==> config.mk <==
export PLATFORM = sky130hd
export DESIGN_NAME = noc_packet_reassembler
export DESIGN_NICKNAME = d
export VERILOG_FILES = /design/src/rtl/noc_pkg.sv /design/src/rtl/axis_skid_buffer.sv /design/src/rtl/noc_packet_reassembler.sv
export SDC_FILE = /design/constraint.sdc
export NUM_CORES = 1
export LEC_CHECK = 0
export BUFFER_PORTS_ARGS = -buffer_cell sky130_fd_sc_hd__buf_4
export CAP_MARGIN = 30
export CORE_UTILIZATION = 40
export CTS_CLUSTER_SIZE = 16
export DETAILED_ROUTE_END_ITERATION = 10
export PLACE_DENSITY_LB_ADDON = 0.2
export RECOVER_POWER = 100
export REMOVE_ABC_BUFFERS = 1
export SLEW_MARGIN = 30
export SYNTH_ARGS = -nofsm -noshare
export SYNTH_HDL_FRONTEND = slang
export SYNTH_SLANG_ARGS = --single-unit
export TNS_END_PERCENT = 30
==> constraint.sdc <==
create_clock -name clk_network_i -period 5.7 [get_ports clk_network_i]
set_input_delay 1.14 -clock clk_network_i [delete_from_list [all_inputs] [get_ports clk_network_i]]
set_output_delay 1.14 -clock clk_network_i [all_outputs]
set_load 0.01 [all_outputs]
==> src/rtl/noc_pkg.sv <==
`default_nettype none
// ============================================================================
//  Module      : noc_pkg
//  Description : Shared definitions for the NoC receive path: flit type codes,
//                header field offsets, reassembler FSM states, clog2 helper.
//  Revision    : 1.0 - initial release
// ============================================================================
package noc_pkg;

  // Flit type encodings carried on the flit type sideband
  localparam int c_flit_header      = 0;
  localparam int c_flit_body        = 1;
  localparam int c_flit_tail        = 2;
  localparam int c_flit_header_tail = 3;

  // Reassembler FSM states
  typedef enum logic [1:0] {
    ST_IDLE    = 2'd0,
    ST_PAYLOAD = 2'd1,
    ST_DROP    = 2'd2
  } state_e;

  // Ceiling log2 for elaboration-time sizing; clog2(1) = 0
  function automatic int clog2(input int value);
    int r;
    r = 0;
    for (int i = 0; i < 31; i++) begin
      if ((1 << i) < value) r = i + 1;
    end
    return r;
  endfunction

  // Header layout, LSB first: src_id, tdest, tid, last_bytes
  function automatic int hdr_tdest_lsb(input int src_w);
    return src_w;
  endfunction

  function automatic int hdr_tid_lsb(input int src_w, input int tdest_w);
    return src_w + tdest_w;
  endfunction

  function automatic int hdr_last_bytes_lsb(input int src_w, input int tdest_w, input int tid_w);
    return src_w + tdest_w + tid_w;
  endfunction

endpackage
`default_nettype wire

==> src/rtl/axis_skid_buffer.sv <==
`default_nettype none
// ============================================================================
//  Module      : axis_skid_buffer
//  Description : Two-entry output FIFO. Slot 0 drives the stream outputs
//                directly from a register; up to two beats can be written per
//                cycle (the second only when the buffer drains to empty).
//  Revision    : 1.0 - initial release
// ============================================================================
module axis_skid_buffer #(
  parameter int WIDTH = 8
) (
  input  logic             clk,
  input  logic             rst_n,
  input  logic             i_push0_valid,
  input  logic [WIDTH-1:0] i_push0_data,
  input  logic             i_push1_valid,
  input  logic [WIDTH-1:0] i_push1_data,
  output logic             o_valid,
  output logic [WIDTH-1:0] o_data,
  input  logic             i_ready,
  output logic [1:0]       o_count,
  output logic [1:0]       o_count_next
);

  logic [WIDTH-1:0] r_slot0;
  logic [WIDTH-1:0] r_slot1;
  logic [1:0]       r_count;

  logic             w_pop;
  logic [1:0]       w_base_count;
  logic [WIDTH-1:0] w_slot0_next;
  logic [WIDTH-1:0] w_slot1_next;

  assign o_valid      = (r_count != 2'd0);
  assign o_data       = r_slot0;
  assign o_count      = r_count;
  assign w_pop        = o_valid && i_ready;
  assign w_base_count = r_count - {1'b0, w_pop};
  assign o_count_next = w_base_count + {1'b0, i_push0_valid} + {1'b0, i_push1_valid};

  // Shift out the popped head, then append new beats behind what remains
  always_comb begin
    w_slot0_next = w_pop ? r_slot1 : r_slot0;
    w_slot1_next = r_slot1;
    case (w_base_count)
      2'd0: begin
        if (i_push0_valid) w_slot0_next = i_push0_data;
        if (i_push1_valid) w_slot1_next = i_push1_data;
      end
      2'd1: begin
        if (i_push0_valid) w_slot1_next = i_push0_data;
      end
      default: ;
    endcase
  end

  // Storage and occupancy registers
  always_ff @(posedge clk or negedge rst_n) begin
    if (!rst_n) begin
      r_slot0 <= '0;
      r_slot1 <= '0;
      r_count <= 2'd0;
    end else begin
      r_slot0 <= w_slot0_next;
      r_slot1 <= w_slot1_next;
      r_count <= o_count_next;
    end
  end

endmodule
`default_nettype wire

==> src/rtl/noc_packet_reassembler.sv <==
`default_nettype none
// ============================================================================
//  Module      : noc_packet_reassembler
//  Description : Converts ejected NoC flits into AXI-Stream beats. Headers are
//                stripped and their metadata attached to every beat; malformed
//                flit sequences are dropped and counted.
//  Revision    : 1.0 - initial release
// ============================================================================
module noc_packet_reassembler
  import noc_pkg::*;
#(
  parameter int NetworkIfFlitWidth             = 64,
  parameter int NetworkIfFlitTypeWidth         = 2,
  parameter int NetworkIfBroadcastWidth        = 1,
  parameter int NetworkIfVirtualChannelIdWidth = 1,
  parameter int AxiStreamIfTIdWidth            = 4,
  parameter int AxiStreamIfTDestWidth          = 4,
  parameter int SourceIdWidth                  = 8
) (
  input  logic                                      clk_network_i,
  input  logic                                      rst_network_ni,
  input  logic                                      network_valid_i,
  output logic                                      network_ready_o,
  input  logic [NetworkIfFlitWidth-1:0]             network_flit_i,
  input  logic [NetworkIfFlitTypeWidth-1:0]         network_flit_type_i,
  input  logic [NetworkIfBroadcastWidth-1:0]        network_broadcast_i,
  input  logic [NetworkIfVirtualChannelIdWidth-1:0] network_virtual_channel_id_i,
  output logic                                      m_axis_tvalid_o,
  input  logic                                      m_axis_tready_i,
  output logic [NetworkIfFlitWidth-1:0]             m_axis_tdata_o,
  output logic [NetworkIfFlitWidth/8-1:0]           m_axis_tkeep_o,
  output logic                                      m_axis_tlast_o,
  output logic [AxiStreamIfTIdWidth-1:0]            m_axis_tid_o,
  output logic [AxiStreamIfTDestWidth-1:0]          m_axis_tdest_o,
  output logic [SourceIdWidth-1:0]                  m_axis_tuser_o,
  output logic [15:0]                               drop_count_o
);

  localparam int c_flit_bytes = NetworkIfFlitWidth / 8;
  localparam int c_lb_w       = clog2(c_flit_bytes) + 1;
  localparam int c_tdest_lsb  = hdr_tdest_lsb(SourceIdWidth);
  localparam int c_tid_lsb    = hdr_tid_lsb(SourceIdWidth, AxiStreamIfTDestWidth);
  localparam int c_lb_lsb     = hdr_last_bytes_lsb(SourceIdWidth, AxiStreamIfTDestWidth, AxiStreamIfTIdWidth);
  localparam int c_beat_w     = NetworkIfFlitWidth + c_flit_bytes + 1 + AxiStreamIfTIdWidth
                                + AxiStreamIfTDestWidth + SourceIdWidth;

  localparam logic [NetworkIfFlitTypeWidth-1:0] c_ft_header      = NetworkIfFlitTypeWidth'(c_flit_header);
  localparam logic [NetworkIfFlitTypeWidth-1:0] c_ft_body        = NetworkIfFlitTypeWidth'(c_flit_body);
  localparam logic [NetworkIfFlitTypeWidth-1:0] c_ft_tail        = NetworkIfFlitTypeWidth'(c_flit_tail);
  localparam logic [NetworkIfFlitTypeWidth-1:0] c_ft_header_tail = NetworkIfFlitTypeWidth'(c_flit_header_tail);

  // Latched header of the open packet
  state_e                           r_state;
  logic [SourceIdWidth-1:0]         r_src_id;
  logic [AxiStreamIfTDestWidth-1:0] r_tdest;
  logic [AxiStreamIfTIdWidth-1:0]   r_tid;
  logic [c_lb_w-1:0]                r_last_bytes;
  logic [15:0]                      r_drop_count;
  logic                             r_ready;

  // Header fields of the incoming flit
  logic [SourceIdWidth-1:0]         w_hdr_src;
  logic [AxiStreamIfTDestWidth-1:0] w_hdr_tdest;
  logic [AxiStreamIfTIdWidth-1:0]   w_hdr_tid;
  logic [c_lb_w-1:0]                w_hdr_last_bytes;

  logic                             w_is_header;
  logic                             w_is_header_tail;
  logic                             w_is_body;
  logic                             w_is_tail;
  logic                             w_is_hdr_any;
  logic                             w_trunc_stall;
  logic                             w_accept;
  logic                             w_drop;

  logic [c_flit_bytes-1:0]          w_tail_keep;
  logic [c_beat_w-1:0]              w_body_beat;
  logic [c_beat_w-1:0]              w_tail_beat;
  logic [c_beat_w-1:0]              w_close_beat;
  logic [c_beat_w-1:0]              w_ht_beat;
  logic                             w_push0_valid;
  logic                             w_push1_valid;
  logic [c_beat_w-1:0]              w_push0_beat;
  logic [c_beat_w-1:0]              w_push1_beat;
  logic [c_beat_w-1:0]              w_out_beat;
  logic [1:0]                       w_count;
  logic [1:0]                       w_count_next;

  // Broadcast and VC sidebands carry no meaning here: single VC, broadcast treated as unicast
  logic                             w_unused_bits;
  assign w_unused_bits = ^{network_broadcast_i, network_virtual_channel_id_i};

  assign w_hdr_src        = network_flit_i[SourceIdWidth-1:0];
  assign w_hdr_tdest      = network_flit_i[c_tdest_lsb +: AxiStreamIfTDestWidth];
  assign w_hdr_tid        = network_flit_i[c_tid_lsb +: AxiStreamIfTIdWidth];
  assign w_hdr_last_bytes = network_flit_i[c_lb_lsb +: c_lb_w];

  assign w_is_header      = (network_flit_type_i == c_ft_header);
  assign w_is_header_tail = (network_flit_type_i == c_ft_header_tail);
  assign w_is_body        = (network_flit_type_i == c_ft_body);
  assign w_is_tail        = (network_flit_type_i == c_ft_tail);
  assign w_is_hdr_any     = w_is_header || w_is_header_tail;

  // A header arriving mid-packet closes the old packet and may open a null
  // beat of its own, so it waits until both buffer slots are free.
  assign w_trunc_stall    = (r_state == ST_PAYLOAD) && w_is_hdr_any && (w_count != 2'd0);
  assign network_ready_o  = r_ready && !w_trunc_stall;
  assign w_accept         = network_valid_i && network_ready_o;

  // Orphan body/tail outside a packet, and the truncated remainder of an open packet
  assign w_drop = w_accept && (((r_state != ST_PAYLOAD) && (w_is_body || w_is_tail)) ||
                               ((r_state == ST_PAYLOAD) && w_is_hdr_any));

  // Final-flit byte mask: contiguous from byte 0, zero length means a full flit
  always_comb begin
    int lb_eff;
    lb_eff = (r_last_bytes == '0) ? c_flit_bytes : int'(r_last_bytes);
    for (int i = 0; i < c_flit_bytes; i++) begin
      w_tail_keep[i] = (i < lb_eff);
    end
  end

  assign w_body_beat  = {network_flit_i, {c_flit_bytes{1'b1}}, 1'b0, r_tid, r_tdest, r_src_id};
  assign w_tail_beat  = {network_flit_i, w_tail_keep, 1'b1, r_tid, r_tdest, r_src_id};
  assign w_close_beat = {{NetworkIfFlitWidth{1'b0}}, {c_flit_bytes{1'b0}}, 1'b1, r_tid, r_tdest, r_src_id};
  assign w_ht_beat    = {{NetworkIfFlitWidth{1'b0}}, {c_flit_bytes{1'b0}}, 1'b1, w_hdr_tid, w_hdr_tdest, w_hdr_src};

  // Select the beat(s) produced by the accepted flit
  always_comb begin
    w_push0_valid = 1'b0;
    w_push1_valid = 1'b0;
    w_push0_beat  = w_ht_beat;
    w_push1_beat  = w_ht_beat;
    if (w_accept) begin
      if (r_state == ST_PAYLOAD) begin
        w_push0_valid = 1'b1;
        if (w_is_body) begin
          w_push0_beat = w_body_beat;
        end else if (w_is_tail) begin
          w_push0_beat = w_tail_beat;
        end else begin
          w_push0_beat  = w_close_beat;
          w_push1_valid = w_is_header_tail;
        end
      end else if (w_is_header_tail) begin
        w_push0_valid = 1'b1;
      end
    end
  end

  // Packet FSM, header latch, drop counter and registered flit-ready
  always_ff @(posedge clk_network_i or negedge rst_network_ni) begin
    if (!rst_network_ni) begin
      r_state      <= ST_IDLE;
      r_src_id     <= '0;
      r_tdest      <= '0;
      r_tid        <= '0;
      r_last_bytes <= '0;
      r_drop_count <= 16'd0;
      r_ready      <= 1'b0;
    end else begin
      r_ready <= (w_count_next < 2'd2);
      if (w_drop && (r_drop_count != 16'hFFFF)) begin
        r_drop_count <= r_drop_count + 16'd1;
      end
      if (w_accept) begin
        case (network_flit_type_i)
          c_ft_header: begin
            r_src_id     <= w_hdr_src;
            r_tdest      <= w_hdr_tdest;
            r_tid        <= w_hdr_tid;
            r_last_bytes <= w_hdr_last_bytes;
            r_state      <= ST_PAYLOAD;
          end
          c_ft_header_tail: r_state <= ST_IDLE;
          c_ft_tail:        r_state <= ST_IDLE;
          c_ft_body: begin
            if (r_state == ST_IDLE) r_state <= ST_DROP;
          end
          default: ;
        endcase
      end
    end
  end

  axis_skid_buffer #(
    .WIDTH (c_beat_w)
  ) u_skid (
    .clk           (clk_network_i),
    .rst_n         (rst_network_ni),
    .i_push0_valid (w_push0_valid),
    .i_push0_data  (w_push0_beat),
    .i_push1_valid (w_push1_valid),
    .i_push1_data  (w_push1_beat),
    .o_valid       (m_axis_tvalid_o),
    .o_data        (w_out_beat),
    .i_ready       (m_axis_tready_i),
    .o_count       (w_count),
    .o_count_next  (w_count_next)
  );

  assign {m_axis_tdata_o, m_axis_tkeep_o, m_axis_tlast_o,
          m_axis_tid_o, m_axis_tdest_o, m_axis_tuser_o} = w_out_beat;
  assign drop_count_o = r_drop_count;

endmodule
`default_nettype wire

# Word level (Yosys, flattened, before mapping)
# Cells that the tools add are included.
[totals]
output_inout_bits = 107
register_bits = 219
inputBits = 72
elab_cells = 75
[op_classes]
n_eq_ne = 10
n_reduce_logical = 22
order_cmp = 9
muxes = 20
addsub = 4
[ops]
columns = ["operator", "count"]
rows = [
  ["two-way mux 89 bit", 9],
  ["one-hot mux 89 bit (2 select lines)", 1],
  ["adder 16 x 1 -> 16 bit (second input constant)", 1],
  ["< comparator 3 x 4 -> 1 bit (first input constant)", 4],
  ["!= test 16 bit (second input constant)", 1],
  ["logical AND 1 bit", 8],
  ["< comparator 1 x 4 -> 1 bit (first input constant)", 2],
  ["< comparator 2 x 4 -> 1 bit (first input constant)", 2],
  ["!= test 2 x 1 -> 1 bit (second input constant)", 4],
  ["two-way mux 1 bit", 7],
  ["== test 2 x 1 -> 1 bit (second input constant)", 3],
  ["logical NOT 2 bit", 3],
  ["one-hot mux 2 bit (3 select lines)", 1],
  ["adder 2 x 1 -> 2 bit", 2],
  ["== test 2 bit (second input constant)", 2],
  ["logical NOT 4 bit", 1],
  ["two-way mux 4 bit", 1],
  ["AND reduction 2 bit", 2],
  ["nonzero test 2 bit", 2],
  ["logical OR 1 bit", 3],
  ["AND reduction 3 bit", 1],
  ["< comparator 2 bit (second input constant)", 1],
  ["two-way mux 2 bit", 1],
  ["OR reduction 2 bit", 1],
  ["2 further kinds", 2],
]

# Logic depth before layout (Yosys ltp)
[logic_depth]
word_depth = 11
ltp_mapped = 14
ltp_nobuf = 10

# Hierarchy
# A second synthesis with hierarchy kept.
[hier_totals]
hier_cells = 941
hier_area_um2 = 11116.9
[by_module_without_submodules]
columns = ["mod", "area_each_um2", "seq_area_each_um2", "n_inst", "cells_per_inst"]
rows = [
  ["axis_skid_buffer", 8585.7, 4504.3, 1, 695],
  ["noc_packet_reassembler", 2531.2, 975.9, 1, 246],
]

# Least setup slack after synthesis
# Ideal clock, no wire load.
[synth_path]
kind = "input port to flip-flop"
startpoint = "input m_axis_tready_i"
endpoint = "register u_skid.r_slot0[11] (netlist: u_skid.o_data[11])"
arrival_time_ns = 3.290
path_buffers = 4
path_slack_ns = 2.268
required_ns = 5.559
setup_ns = 0.141
path_stages = 11
cell_sequence = "nand2_1 > inv_2 > buf_2 > clkbuf_1 > ha_1 > xnor2_1 > nand2_1 > nor3_2 > buf_2 > buf_1 > a31oi_1"
[synth_via]
elab_chain_len = 4
elab_cells_between_ends = 6
classes_between = "1 x add/sub; 3 x mux; 2 x reduce/logical"
[synth_rtl]
columns = ["item", "line", "text"]
rows = [
  ["start: declaration", "noc_packet_reassembler.sv:29", "input logic m_axis_tready_i,"],
  ["logical AND 1 bit (*)", "axis_skid_buffer.sv:37", "assign w_pop = o_valid && i_ready;"],
  ["subtractor 2 x 1 -> 2 bit / two-way mux 89 bit (equally long branches)", "axis_skid_buffer.sv:38, axis_skid_buffer.sv:43", ""],
  ["logical NOT 2 bit / two-way mux 89 bit (equally long branches)", "axis_skid_buffer.sv:45, axis_skid_buffer.sv:47", ""],
  ["two-way mux 89 bit (*)", "axis_skid_buffer.sv:45", "case (w_base_count)"],
  ["net u_skid.w_slot0_next[11]", "axis_skid_buffer.sv:31", "logic [WIDTH-1:0] w_slot0_next;"],
  ["end signal: assignment", "axis_skid_buffer.sv:64", "r_slot0 <= w_slot0_next;"],
  ["end: declaration", "axis_skid_buffer.sv:25", "logic [WIDTH-1:0] r_slot0;"],
]
# The timed path passes the listed nets; every way through them passes the cells marked *.
# A chain may end at the register's enable or synchronous reset.

# Worst setup path in the final report
[layout_path]
startpoint = "register u_skid.r_count[1] (netlist: u_skid.o_count[1])"
endpoint = "register u_skid.r_slot0[8] (netlist: u_skid.o_data[8])"
[layout_via]
elab_chain_len = 8
elab_cells_between_ends = 13
classes_between = "1 x add/sub; 5 x mux; 7 x reduce/logical"
[layout_rtl]
columns = ["item", "line", "text"]
rows = [
  ["start: declaration", "axis_skid_buffer.sv:27", "logic [1:0] r_count;"],
  ["start signal: assignment", "axis_skid_buffer.sv:66", "r_count <= o_count_next;"],
  ["nonzero test 2 bit", "axis_skid_buffer.sv:34, noc_packet_reassembler.sv:106", ""],
  ["logical AND 1 bit", "noc_packet_reassembler.sv:106", "assign w_trunc_stall = (r_state == ST_PAYLOAD) && w_is_hdr_any && (w_count != 2'd0);"],
  ["logical NOT 1 bit", "noc_packet_reassembler.sv:107", "assign network_ready_o = r_ready && !w_trunc_stall;"],
  ["logical AND 1 bit", "noc_packet_reassembler.sv:107", ""],
  ["logical AND 1 bit", "noc_packet_reassembler.sv:108", "assign w_accept = network_valid_i && network_ready_o;"],
  ["two-way mux 89 bit / two-way mux 1 bit (equally long branches)", "noc_packet_reassembler.sv:134", "if (w_accept) begin"],
  ["two-way mux 89 bit", "axis_skid_buffer.sv:47", "if (i_push0_valid) w_slot0_next = i_push0_data;"],
  ["two-way mux 89 bit (*)", "axis_skid_buffer.sv:45", ""],
  ["net u_skid.w_slot0_next[8]", "axis_skid_buffer.sv:31", ""],
]
# Marks and branches as above.

==> flow_metrics.env <==
export IMPL_worst_pin_slew_ns=2.49
export IMPL_maxCapViolCount=2
export IMPL_syn_mean_instance_area_um2=11.4
export IMPL_skew_ns=0.00715
export IMPL_synth_top_family_by_area="compound AO/OA/AOI/OAI gates"
export IMPL_p_seq_frac=0.430
export IMPL_synth_adder_area_share=0.0114
export IMPL_yosysWarnings=0
export IMPL_die_x_um=156
export IMPL_pwr_share_clk=0.298
export IMPL_routed_wl_mm=23.7
export IMPL_synth_compound_area_share=0.150
export IMPL_fill_cells=2146
export IMPL_relSlewSlack=-0.662
export IMPL_drtPass1Iterations=4
export IMPL_slew_viol_final=61
export IMPL_vias=6996
export IMPL_layout_common_cells="219 x dfrtp_1, 138 x nand2_1, 113 x clkbuf_1"
export IMPL_min_period_ns=4.15
export IMPL_end_kind="flip-flop"
export IMPL_ys_ff_latch=219
export IMPL_synthDistinctLibCells=47
export IMPL_synthCells=826
export IMPL_numCtsBuffers=25
export IMPL_grt_max_degree=124
export IMPL_grt_overflow_total=0
export IMPL_dp_hpwl_mm=13.9
export IMPL_cp_max_fo=93
export IMPL_core_um2=22900
export IMPL_p_leak_nw=5.24
export IMPL_chipHeight_um=156
export IMPL_clock_fmax_mhz=241
export IMPL_routed_via_density=5.28
export IMPL_synth_edff_count=0
export IMPL_power_density_nw_per_um2=480
export IMPL_postCtsSetupBuffers=0
export IMPL_ir_drop_uv=212
export IMPL_seq_area_frac_synth=0.580
export IMPL_cts_resized=0
export IMPL_whs_ns=0.480
export IMPL_cts_tree="built"
export IMPL_layout_nets=1073
export IMPL_die_area_um2=24200
export IMPL_crit_arrival_ns=4.58
export IMPL_grt_usage=0.199
export IMPL_violations="capacitance limit, slew limit"
export IMPL_clock_latency_ns=0.51
export IMPL_start_util=0.412
export IMPL_period_share=0.728
export IMPL_n_antenna_cell=0
export IMPL_p_int_w=0.00372
export IMPL_setup_viol=0
export IMPL_syn_area_um2=9450
export IMPL_cts_sinks=219
export IMPL_antenna_found_initial=0
export IMPL_drive_gt1_frac=0.152
export IMPL_h_tree_depth=1
export IMPL_path_clk_slew_ns=0.06
export IMPL_area_growth_pct=22.0
export IMPL_row_count=55
export IMPL_tns_ns=0
export IMPL_clk_path_buf_depth=3
export IMPL_hold_class="flip-flop to flip-flop"
export IMPL_drt_iter0_drc=524
export IMPL_synthMuxAreaShare=0.119
export IMPL_yosys_area_share_simple=0.0957
export IMPL_cts_hold_buffers=0
export IMPL_critPathLaunchType="flip-flop"
export IMPL_hold_viol_final=0
export IMPL_layout_commonest_cell="dfrtp_1"
export IMPL_ys_dominant_reg_cell="dfrtp_1"
export IMPL_cts_root_buf="clkbuf_16"
export IMPL_ys_async_sr_fraction=1.00
export IMPL_outcome="finished, violations left"
export IMPL_gp_congestion=0.742
export IMPL_grt_pass1_vias=7238
export IMPL_synthXorXnorAreaFrac=0.0158
export IMPL_drc=0
export IMPL_drtAntennaViolNets=0
export IMPL_numPortBuffers=176
export IMPL_rsz0062_at_grt="no"
export IMPL_power_switching_w=0.00181
export IMPL_p_sw_frac=0.328
export IMPL_boundaryPins=179
export IMPL_grt_pass1_wl_mm=38.6
export IMPL_cp_required_ns=6.13
export IMPL_avgRoutedWirePerCell_um=17.9
export IMPL_path_class="flip-flop to flip-flop"
export IMPL_power_frac_comb=0.272
==> final cells by class <==
cell class                      instances  area [um^2]  area share
Timing Repair Buffer                  193         1080      0.0934
Clock buffer                           38          764      0.0663
Inverter                                8         32.5     0.00282
Sequential cell                       219         5480       0.475
Clock inverter                          7         92.6     0.00803
Tap cell                              313          392      0.0340
Multi-Input combinational cell        546         3690       0.320
==> Yosys cell counts (all sizes together) (2+ instances only) <==
master	instances	area, um^2
a211oi	16	120
a21oi	5	25.0
a22o	66	578
a31oi	17	106
a41oi	2	25.0
and2	17	106
and3	4	25.0
buf	33	160
clkbuf	20	75.1
dfrtp	219	5480
ha	7	87.6
inv	8	30.0
mux2	22	248
mux2i	88	881
nand2	138	518
nand3	6	30.0
nand3b	2	15.0
nand4	5	31.3
nand4b	2	17.5
nor2	15	63.8
nor2b	2	12.5
nor3	3	31.3
o21ai	92	460
o22ai	5	31.3
o32a	2	20.0
or3	2	12.5
xnor2	13	114
xor2	4	35.0
==> logic make-up (layout without fill, tap and decap cells) <==
family                     after synthesis  in the layout
xor gates and xnor gates                17             17
and+or+nand+nor                        201            201
AOI/OAI and AO/OA                      210            210
muxes                                  110            110
buffers and inverters                   61            246
adders and majority gates                8              8
DFF                                    219            219
==> worst max-delay path, stage by stage (launching register included) <==
cell      delay, ns
dfrtp_1        0.41
nor2_1         0.38
inv_2          0.09
nand2_1        0.08
buf_4          0.28
inv_4          0.04
ha_1           0.43
nand2_1        0.18
nor3_1         1.36
buf_12         0.42
a211oi_1       0.10
a31oi_1        0.17
==> state kept, by name, indices dropped and copies added (netlist names) <==
| signal | count |
|---|---|
| r_tid | 4 |
| drop_count_o | 16 |
| r_last_bytes | 4 |
| r_tdest | 4 |
| r_state | 2 |
| u_skid.o_count | 2 |
| u_skid.o_data | 89 |
| u_skid.r_slot1 | 89 |
| r_src_id | 8 |
| r_ready | 1 |
==> stage by stage <==
stage                     cells  worst slack (ns)  power (W)  instance area (um^2)  utilization
after CTS                  1323              2.38    0.00581                 12000        0.522
after global routing       1324              1.20    0.00587                 11500        0.503
final                      1324              1.55    0.00553                 11500        0.503
after global placement     1278              2.02    0.00410                 11100        0.484
after detailed placement   1278              1.99    0.00413                 11100        0.484
after floorplan             773             -2.81    0.00335                  9220            -
==> power groups by stage <==
stage	Clock (W)	Sequential (W)	Combinational (W)
floorplan	0	0.00245	0.000897
global placement	0	0.00239	0.00170
detailed placement	0	0.00241	0.00173
CTS	0.00169	0.00239	0.00174
global route	0.00174	0.00245	0.00168
finish	0.00165	0.00238	0.00151
==> metal layers <==
| metal | GRT usage | share of wire | vias up |
|---|---|---|---|
| li1 | - | - | 3279 |
| met1 | 0.288 | 0.48 | 3492 |
| met2 | 0.312 | 0.44 | 194 |
| met3 | 0.0350 | 0.058 | 31 |
| met4 | 0.0415 | 0.018 | 0 |
| met5 | 0 | 0 | - |
==> path summary, 6_finish.rpt <==
check                      depth (start not counted)  slack [ns]                           from                        endpoint
min in group asynchronous                          1        0.57                 rst_network_ni  u_skid.r_slot1[48]$_DFFE_PN0P_
max in group asynchronous                          3        2.04                 rst_network_ni  u_skid.r_slot1[10]$_DFFE_PN0P_
hold / removal                                     2        0.48  u_skid.r_slot1[2]$_DFFE_PN0P_   u_skid.r_slot1[2]$_DFFE_PN0P_
hold reg to reg                                    2        0.48  u_skid.r_slot1[2]$_DFFE_PN0P_   u_skid.r_slot1[2]$_DFFE_PN0P_
setup / recovery                                  11        1.55    u_skid.o_count[1]$_DFF_PN0_      u_skid.o_data[8]$_DFF_PN0_
setup reg to reg                                  11        1.55    u_skid.o_count[1]$_DFF_PN0_      u_skid.o_data[8]$_DFF_PN0_
Power figures use the tool's default switching activity.
